## config.mk

```make
export PLATFORM = sky130hd
export DESIGN_NAME = mc_interp4
export DESIGN_NICKNAME = d
export VERILOG_FILES = /design/src/rtl/mc_interp4.sv
export SDC_FILE = /design/constraint.sdc
export NUM_CORES = 1
export LEC_CHECK = 0
export CORE_AREA = 2 2 84 86
export CTS_BUF_LIST = sky130_fd_sc_hd__clkbuf_4 sky130_fd_sc_hd__clkbuf_8
export DETAILED_ROUTE_END_ITERATION = 10
export DIE_AREA = 0 0 86 88
export GPL_ROUTABILITY_DRIVEN = 0
export PLACE_DENSITY = 0.89
export SYNTH_ARGS = -nofsm -noshare
export SYNTH_HDL_FRONTEND = slang
export SYNTH_SLANG_ARGS = --single-unit
```

## constraint.sdc

```tcl
create_clock -name clk -period 7.46 [get_ports clk]
set_input_delay 1.492 -clock clk [delete_from_list [all_inputs] [get_ports clk]]
set_output_delay 1.492 -clock clk [all_outputs]
set_load 0.01 [all_outputs]
```

## src/rtl/mc_interp4.sv

```systemverilog
// Linear interpolator: expands each accepted signed sample into PHASES outputs
// that ramp from the previous sample toward the current one, over a valid/ready stream.
module mc_interp4 #(
  parameter int WIDTH       = 16,
  parameter int PHASES      = 4,
  parameter int LOG2_PHASES = 2
) (
  input  logic             clk,
  input  logic             reset,
  input  logic             io_in_valid,
  output logic             io_in_ready,
  input  logic [WIDTH-1:0] io_in_bits,
  output logic             io_out_valid,
  input  logic             io_out_ready,
  output logic [WIDTH-1:0] io_out_bits
);

  localparam int PW = WIDTH + 1 + LOG2_PHASES;
  localparam logic [LOG2_PHASES-1:0] LAST_PHASE = LOG2_PHASES'(PHASES - 1);

  typedef enum logic {IDLE, RUN} state_t;

  state_t                   state, state_nxt;
  logic signed [WIDTH-1:0]  prev, prev_nxt;
  logic signed [WIDTH-1:0]  cur, cur_nxt;
  logic [LOG2_PHASES-1:0]   phase, phase_nxt;

  logic in_acc, out_xfer, last;

  assign last         = (phase == LAST_PHASE);
  assign io_out_valid = (state == RUN);
  assign io_in_ready  = (state == IDLE) || ((state == RUN) && last && io_out_ready);
  assign in_acc       = io_in_valid && io_in_ready;
  assign out_xfer     = io_out_valid && io_out_ready;

  // Interpolation datapath: registers only, so no input-to-output path.
  logic signed [WIDTH:0]  diff;
  logic signed [PW-1:0]   prod, quot, sum;

  assign diff = $signed({cur[WIDTH-1], cur}) - $signed({prev[WIDTH-1], prev});
  assign prod = PW'(diff) * $signed({{(PW-LOG2_PHASES){1'b0}}, phase});
  assign quot = prod >>> LOG2_PHASES;
  assign sum  = PW'(prev) + quot;
  // Result lies between prev and cur, so dropping the top bits cannot overflow.
  assign io_out_bits = sum[WIDTH-1:0];

  always_comb begin
    // NOTE: every next-state signal gets a hold default first so no path leaves it unassigned (no latches).
    state_nxt = state;
    prev_nxt  = prev;
    cur_nxt   = cur;
    phase_nxt = phase;
    if (in_acc) begin
      prev_nxt  = cur;
      cur_nxt   = $signed(io_in_bits);
      phase_nxt = '0;
      state_nxt = RUN;
    end else if (out_xfer) begin
      if (last) begin
        state_nxt = IDLE;
        phase_nxt = '0;
      end else begin
        phase_nxt = phase + 1'b1;
      end
    end
  end

  always_ff @(posedge clk or negedge reset) begin
    if (!reset) begin
      state <= IDLE;
      prev  <= '0;
      cur   <= '0;
      phase <= '0;
    end else begin
      // NOTE: non-blocking assignments so all registers update from the same pre-edge values.
      state <= state_nxt;
      prev  <= prev_nxt;
      cur   <= cur_nxt;
      phase <= phase_nxt;
    end
  end

endmodule
```

* Word-level counts from Yosys, hierarchy flattened *
Cells that the tools add are included.

word-level totals
  bits in read-only memories = 0
  latch bits = 0
  output and inout bits = 18
  memory bits (writable) = 0
  register bits after elaboration = 35
  memories = 0

cells by class
  bitwise logic cells = 1
  $mul = 1
  shift operators = 0
  multiplexer cells = 6
  div/mod/pow operators = 0
  order comparisons = 0
  reductions and logical operators = 8
  eq/ne operators = 1
  add/subtract/negate cells = 3

operators by type and width
  cell                                                           count
  17-bit by 3-bit multiplier with 18-bit output                  1
  16-bit by 16-bit subtractor with 17-bit output                 1
  16-bit adder                                                   1
  2-bit 2-to-1 mux                                               3
  1-bit logical AND                                              4
  2-bit nonzero test                                             2
  1-bit 2-to-1 mux                                               3
  2-bit by 1-bit adder with 2-bit output, second input constant  1
  2-bit == test, second input constant                           1
  2-bit AND reduction                                            1
  1-bit logical OR                                               1
  1-bit inverter                                                 1

* Longest topological paths before layout *
Gate-level depths: netlist of run 1.

  word-level depth = 7
  gate-level depth with buffers = 26

* Worst setup path before layout of run 1 *
No wires, ideal clock.

  path kind = register -> output
  from = register prev[1]
  to = output io_out_bits[14]
  arrival = 4762 ps
  setup slack = 1206 ps
  required time = 5968 ps
  cell stages (with the launch flop) = 25
  cells stage by stage = dfrtp_1 > inv_1 > ha_1 > nor2b_1 > o21ai_0 > a21boi_0 > o21ai_0 > nand2_1 > xnor2_1 > and2_1 > ha_1 > ha_1 > o21ai_0 > a21boi_0 > o21a_1 > nor2_1 > xnor2_1 > ha_1 > o21a_1 > o21ai_0 > nor2_1 > a211oi_1 > o2bb2ai_1 > mux2i_1 > o2111ai_1

on the way
  longest elaborated chain between the ends = 3

RTL lines
  element                                         RTL line  RTL
  start: declaration                              24        logic signed [WIDTH-1:0] prev, prev_nxt;
  start signal: assignment                        77        prev <= prev_nxt;
  16-bit by 16-bit subtractor with 17-bit output  40        assign diff = $signed({cur[WIDTH-1], cur}) - $signed({prev[WIDTH-1], prev});
  17-bit by 3-bit multiplier with 18-bit output   41        assign prod = PW'(diff) * $signed({{(PW-LOG2_PHASES){1'b0}}, phase});
  16-bit adder *                                  43        assign sum = PW'(prev) + quot;
  end: declaration                                15        output logic [WIDTH-1:0] io_out_bits

Mark *: on every way between the ends. The rest lies on a longest branch, timed or not.

* Worst setup path in the final report of run 1 *
  from = register prev[0]
  to = output io_out_bits[14]

The elaborated chain is that of the path after synthesis.

==> results of run 1 <==
sequential cells by signal (all words and copies together), names as in the netlist:
register      count
cur              16
io_out_valid      1
phase             2
prev             16
critical path: stages (launching register included):
cell and delay, ns:
dfrtp_1 0.40, ha_1 0.25, fa_1 0.40, nand2b_1 0.19, nand2_1 0.08, a21oi_1 0.07, xnor2_1 0.13, and2_1 0.16
ha_1 0.29, ha_1 0.35, nor2b_1 0.15, o21ai_1 0.16, a21boi_1 0.14, o21a_1 0.18, nor2_1 0.16, xnor2_1 0.14
ha_1 0.31, o21a_1 0.14, o21ai_2 0.18, nor2_1 0.09, a211oi_2 0.29, o2bb2ai_1 0.21, mux2i_1 0.26, o2111ai_1 0.14
clkdlybuf4s50_1 0.50
synth_stat cells, drive strengths merged, types with 2 or more instances:
cell / n / share of area
a21oi: 34 / 0.043
mux2: 30 / 0.086
xnor2: 31 / 0.069
xor2: 7 / 0.016
and3: 3 / 0.0051
o21ai: 18 / 0.023
nor4b: 2 / 0.0045
or2: 4 / 0.0064
inv: 33 / 0.032
or3: 3 / 0.0048
nand2b: 3 / 0.0048
a211o: 3 / 0.0067
clkbuf: 7 / 0.0067
nor2: 26 / 0.025
nor3b: 3 / 0.0057
o211ai: 4 / 0.0077
dfrtp: 35 / 0.22
o21bai: 6 / 0.011
and2: 22 / 0.035
o21a: 8 / 0.015
a21o: 11 / 0.021
nor2b: 7 / 0.011
a311o: 2 / 0.0051
nand2: 24 / 0.023
o41ai: 2 / 0.0045
nor3: 10 / 0.014
fa: 3 / 0.015
nor4: 2 / 0.0032
o31ai: 3 / 0.0057
mux2i: 4 / 0.010
a211oi: 9 / 0.019
nand3: 3 / 0.0038
ha: 64 / 0.20
a21boi: 3 / 0.0057
cells by family after synthesis:
kind of cell,after synthesis,share of synthesized area
AOI/OAI and AO/OA,110,0.185
xor gates and xnor gates,38,0.0849
adders and majority gates,67,0.220
buffers and inverters,40,0.0383
DFF,35,0.223
muxes,34,0.0964
and+or+nand+nor,115,0.152
final cells by class:
type | count | area (um^2) | share of cell area
multi-input combinational | 364 | 2980 | 0.651
sequential | 35 | 877 | 0.192
timing repair buffer | 42 | 410 | 0.0897
inverter | 33 | 124 | 0.0271
tap | 80 | 100 | 0.0219
clock buffer | 5 | 68.8 | 0.0150
clock inverter | 3 | 15.0 | 0.00328
stage by stage:
stage	cells	hold WS [ns]	setup slack [ns]
6_report	562	0.530	0.312
4_1_cts	559	0.539	0.0173
3_5_place_dp	551	0.523	0.154
5_1_grt	562	0.558	-0.0177
3_3_place_gp	551	0.488	0.158
2_1_floorplan	439	0.479	1.21
timing repair:
| action | CTS | global route |
|---|---|---|
| endpoints found under the hold margin | 0 | 0 |
| pin swaps | 0 | 3 |
| endpoints found under the setup margin | 4 | 5 |
| hold buffers | 0 | 0 |
| buffers inserted | 0 | 3 |
| gates resized for setup | 5 | 23 |
how the worst max path moves through the flow:
stage	from	to	slack [ns]
final	prev[0]	io_out_bits[14]	0.31
after global routing	prev[0]	io_out_bits[14]	-0.02
after CTS	prev[0]	io_out_bits[15]	0.02
after detailed placement	prev[1]	io_out_bits[14]	0.15
after global placement	prev[1]	io_out_bits[15]	0.16
after floorplan	prev[1]	io_out_bits[14]	1.21
metal layers:
metal / global-route usage / vias to the layer above / wire (um)
li1: - / 1657 / -
met1: 0.282 / 1515 / 3690
met2: 0.390 / 70 / 3750
met3: 0.0217 / 20 / 310
met4: 0.0707 / 0 / 195
met5: 0 / - / 0
==> flow_summary.json, run 1 <==
{
  "clk-insertion-delay-late_ns": 0.29,
  "overflow": 0,
  "diodes": 0,
  "drc": 0,
  "fp.dieW_um": 86,
  "clock_skew_ns": 0.00849,
  "dr.pass1.iters": 4,
  "synthArstFlopShare": 1.00,
  "vias": 3262,
  "ys_seq_elements": 35,
  "r2r_end": "cur[0]",
  "final_common_cell": "ha_1",
  "min_path_cells": 2,
  "status": "complete, no violations",
  "min_to": "prev[0]",
  "reg2reg_slack_ns": 5.44,
  "ios": 38,
  "ys_warn_count": 0,
  "timing_worst_setup_path_type": "flip-flop to output port",
  "grt_pass1_wl_um": 13500,
  "drtIter0Drc": 95,
  "detailed_place_hpwl_um": 6410,
  "fin_nets": 568,
  "cts_made_buffers": 5,
  "final_cell_mix": "62 x ha_1, 36 x clkdlybuf4s50_1, 34 x dfrtp_1",
  "cts_buffer_depth": 2,
  "clk_pin_slew_worst_paths_ns": 0.07,
  "slew_headroom": 0.615,
  "areaGrowthSynthToFinish_pct": 16.7,
  "post_synth.cell_area_avg_um2": 8.93,
  "synth_edf_count": 0,
  "crit_arrival_ns": 5.66,
  "viasPerCell": 5.80,
  "root_buffer": "clkbuf_8",
  "nFillCells": 519,
  "synthDistinctLibCells": 48,
  "port_buffers": 37,
  "final_layout_size_suffix_gt1_frac": 0.137,
  "die-area_um2": 7570,
  "slew_viol_final": 0,
  "place_area_um2": 4380,
  "setup_tns_ns": 0,
  "setup_viol": 0,
  "grt_pass1_vias": 3188,
  "hold_start": "prev[0]",
  "timing.fmax_mhz": 140,
  "final_util": 0.689,
  "wire_per_inst_um": 14.2,
  "cp_data_required_time_ns": 5.97,
  "hp-class": "flip-flop to flip-flop",
  "htreeDepth": 2,
  "start_kind": "flip-flop",
  "wirelength_um": 7950,
  "synth.cell_area_um2": 3920,
  "std_cell_rows": 30,
  "grt_max_degree": 36,
  "ys.flop_type": "dfrtp_1",
  "layout_min_cycle_time_ns": 7.15,
  "drv_cap": 0,
  "post-route-period-util": 0.958,
  "hold_viol_final": 0,
  "start_util": 0.590,
  "r2r_cells": 6,
  "cts_tree": "yes",
  "path_max_fanout": 5,
  "r2r_start": "phase[1]",
  "worst_slew_pin_slew_ns": 0.577,
  "yosysSeqAreaShare": 0.223,
  "die_h_um": 88,
  "synth_nets": 526,
  "cts.sinks": 35,
  "ant_nets": 0,
  "core-area_um2": 6640,
  "grt_usage": 0.220,
  "final_area_um2": 4580,
  "crit_path_end_kind": "output port",
  "synthCells": 439,
  "antenna_found_initial": 0
}
Power of run 1 is left out: the tool's default activity adds up to more than one toggle a clock period on the data nets, which glitch-free logic cannot reach.
==> run 2: changes to the inputs <==
--- a/config.mk
+++ b/config.mk
@@ -10,7 +10,7 @@
 export DETAILED_ROUTE_END_ITERATION = 10
 export DIE_AREA = 0 0 86 88
 export GPL_ROUTABILITY_DRIVEN = 0
-export PLACE_DENSITY = 0.89
+export PLACE_DENSITY_LB_ADDON = 0.15
 export SYNTH_ARGS = -nofsm -noshare
 export SYNTH_HDL_FRONTEND = slang
 export SYNTH_SLANG_ARGS = --single-unit
==> run 2 against run 1 <==
Cell count is 0.36% lower. Critical path depth stayed put. Hold slack worse by 0.027 ns. Sequential share of layout area hardly changed. Sequential cell count stayed put. Fmax hardly changed. Clock-buffer cell count is 1 higher. Critical endpoint is now io_out_bits[15].
==> flow_summary.json, run 2 (synthesis gave the netlist of run 1 again) <==
{
  "cts_buffer_depth": 2,
  "crit_arrival_ns": 5.66,
  "timing_worst_setup_path_type": "flip-flop to output port",
  "grt_pass1_vias": 2976,
  "drc": 0,
  "areaGrowthSynthToFinish_pct": 16.8,
  "final_common_cell": "ha_1",
  "clock_skew_ns": 0.00386,
  "min_path_cells": 1,
  "crit_path_end_kind": "output port",
  "r2r_cells": 6,
  "cts_tree": "yes",
  "post-route-period-util": 0.958,
  "root_buffer": "clkbuf_8",
  "start_util": 0.590,
  "fp.dieW_um": 86,
  "status": "complete, no violations",
  "ios": 38,
  "htreeDepth": 2,
  "overflow": 0,
  "core-area_um2": 6640,
  "slew_headroom": 0.634,
  "setup_tns_ns": 0,
  "std_cell_rows": 30,
  "die-area_um2": 7570,
  "antenna_found_initial": 0,
  "clk-insertion-delay-late_ns": 0.28,
  "multiInputGateArea_um2": 2970,
  "hp-class": "flip-flop to flip-flop",
  "timing.fmax_mhz": 140,
  "cts.sinks": 35,
  "path_max_fanout": 6,
  "wire_per_inst_um": 13.6,
  "cts_made_buffers": 5,
  "dr.pass1.iters": 4,
  "drv_cap": 0,
  "seq_area_um2": 877,
  "worst_slew_pin_slew_ns": 0.549,
  "wirelength_um": 7640,
  "layout_min_cycle_time_ns": 7.15,
  "viasPerCell": 5.72,
  "grt_max_degree": 36,
  "final_cell_mix": "64 x ha_1, 37 x clkdlybuf4s50_1, 34 x dfrtp_1",
  "reg.largest.list": "cur x16, prev x16, phase x2",
  "slew_viol_final": 0,
  "cp_data_required_time_ns": 5.97,
  "diodes": 0,
  "drtIter0Drc": 67,
  "detailed_place_hpwl_um": 6130,
  "vias": 3205,
  "ant_nets": 0,
  "hold_viol_final": 0,
  "start_kind": "flip-flop",
  "grt_pass1_wl_um": 13100,
  "clk_pin_slew_worst_paths_ns": 0.07,
  "grt_usage": 0.212,
  "port_buffers": 37,
  "nFillCells": 529,
  "fin_nets": 566,
  "reg2reg_slack_ns": 5.41,
  "setup_viol": 0,
  "final_layout_size_suffix_gt1_frac": 0.131,
  "die_h_um": 88,
  "hold_buffers": 0
}
[run 2: cell types whose count changed in the layout (fill, tap and decap cells not counted), moves of 2 or more]
cell,previous run,this run
o21ai_0,8,10
clkinv_2,3,1
o21ai_1,7,5
buf_4,5,3
ha_1,62,64
[run 2: repair_timing]
| action | in CTS | in global routing |
|---|---|---|
| pin swaps | 0 | 1 |
| setup endpoints to repair | 4 | 6 |
| gates resized for setup | 4 | 20 |
| setup buffers | 0 | 1 |
[run 2: path summary, 6_finish.rpt]
kind / startpoint / to
worst max-delay path: prev[0] / io_out_bits[15]
worst min-delay path: cur[0] / cur[0]
worst max register to register: phase[0] / prev[5]
worst min register to register: cur[0] / cur[0]
max in group asynchronous: reset / prev[1]
min in group asynchronous: reset / cur[12]
[run 2: through the flow]
| step | std cells | utilization | setup WS, ns | hold slack [ns] | area, um^2 |
|---|---|---|---|---|---|
| after CTS | 559 | 0.677 | 0.0234 | 0.512 | 4500 |
| after floorplan | 439 | - | 1.21 | 0.479 | 3920 |
| after global routing | 560 | 0.689 | -0.0105 | 0.545 | 4580 |
| final | 560 | 0.689 | 0.313 | 0.503 | 4580 |
| after detailed placement | 551 | 0.659 | 0.0640 | 0.496 | 4380 |
| after global placement | 551 | 0.659 | 0.120 | 0.489 | 4380 |
[run 2: metal layers]
metal | vias to the layer above | GRT usage | routed length, um
met3 | 12 | 0.0160 | 300
met1 | 1461 | 0.298 | 3700
met5 | - | 0 | 0
met4 | 0 | 0.0693 | 131
met2 | 67 | 0.347 | 3510
li1 | 1665 | - | -
[run 2: final cells by class]
type                    count  area share
multi-input cells         364       0.648
flip-flops and latches     35       0.191
repair buffers             40      0.0858
inverters                  33      0.0270
well taps                  80      0.0219
clock buffers               6      0.0180
clock inverters             2     0.00765
[run 2: critical path: stages, from the launching register on]
cell and delay [ns]:
dfrtp_1 0.41, ha_1 0.24, fa_1 0.40, nand2b_1 0.19
a21oi_2 0.22, nor3_2 0.09, o21bai_1 0.15, a21oi_1 0.09
xnor2_1 0.14, and2_1 0.16, ha_1 0.28, ha_1 0.33
or2_2 0.28, a21oi_1 0.25, a21oi_2 0.07, a21o_1 0.18
a21oi_1 0.18, xnor2_1 0.14, ha_1 0.32, a21oi_1 0.15
nor2_1 0.06, a211oi_2 0.22, xnor2_1 0.17, xnor2_1 0.14
clkdlybuf4s50_1 0.54
Power of run 2 is left out for the same reason.
==> run 3: changes to the inputs <==
--- a/config.mk
+++ b/config.mk
@@ -7,6 +7,7 @@
 export LEC_CHECK = 0
 export CORE_AREA = 2 2 84 86
 export CTS_BUF_LIST = sky130_fd_sc_hd__clkbuf_4 sky130_fd_sc_hd__clkbuf_8
+export CTS_CLUSTER_DIAMETER = 50
 export DETAILED_ROUTE_END_ITERATION = 10
 export DIE_AREA = 0 0 86 88
 export GPL_ROUTABILITY_DRIVEN = 0
==> results of run 3 <==
The final DEF is identical to that of run 2; final timing and power are the same.
Power of run 3 is left out for the same reason.
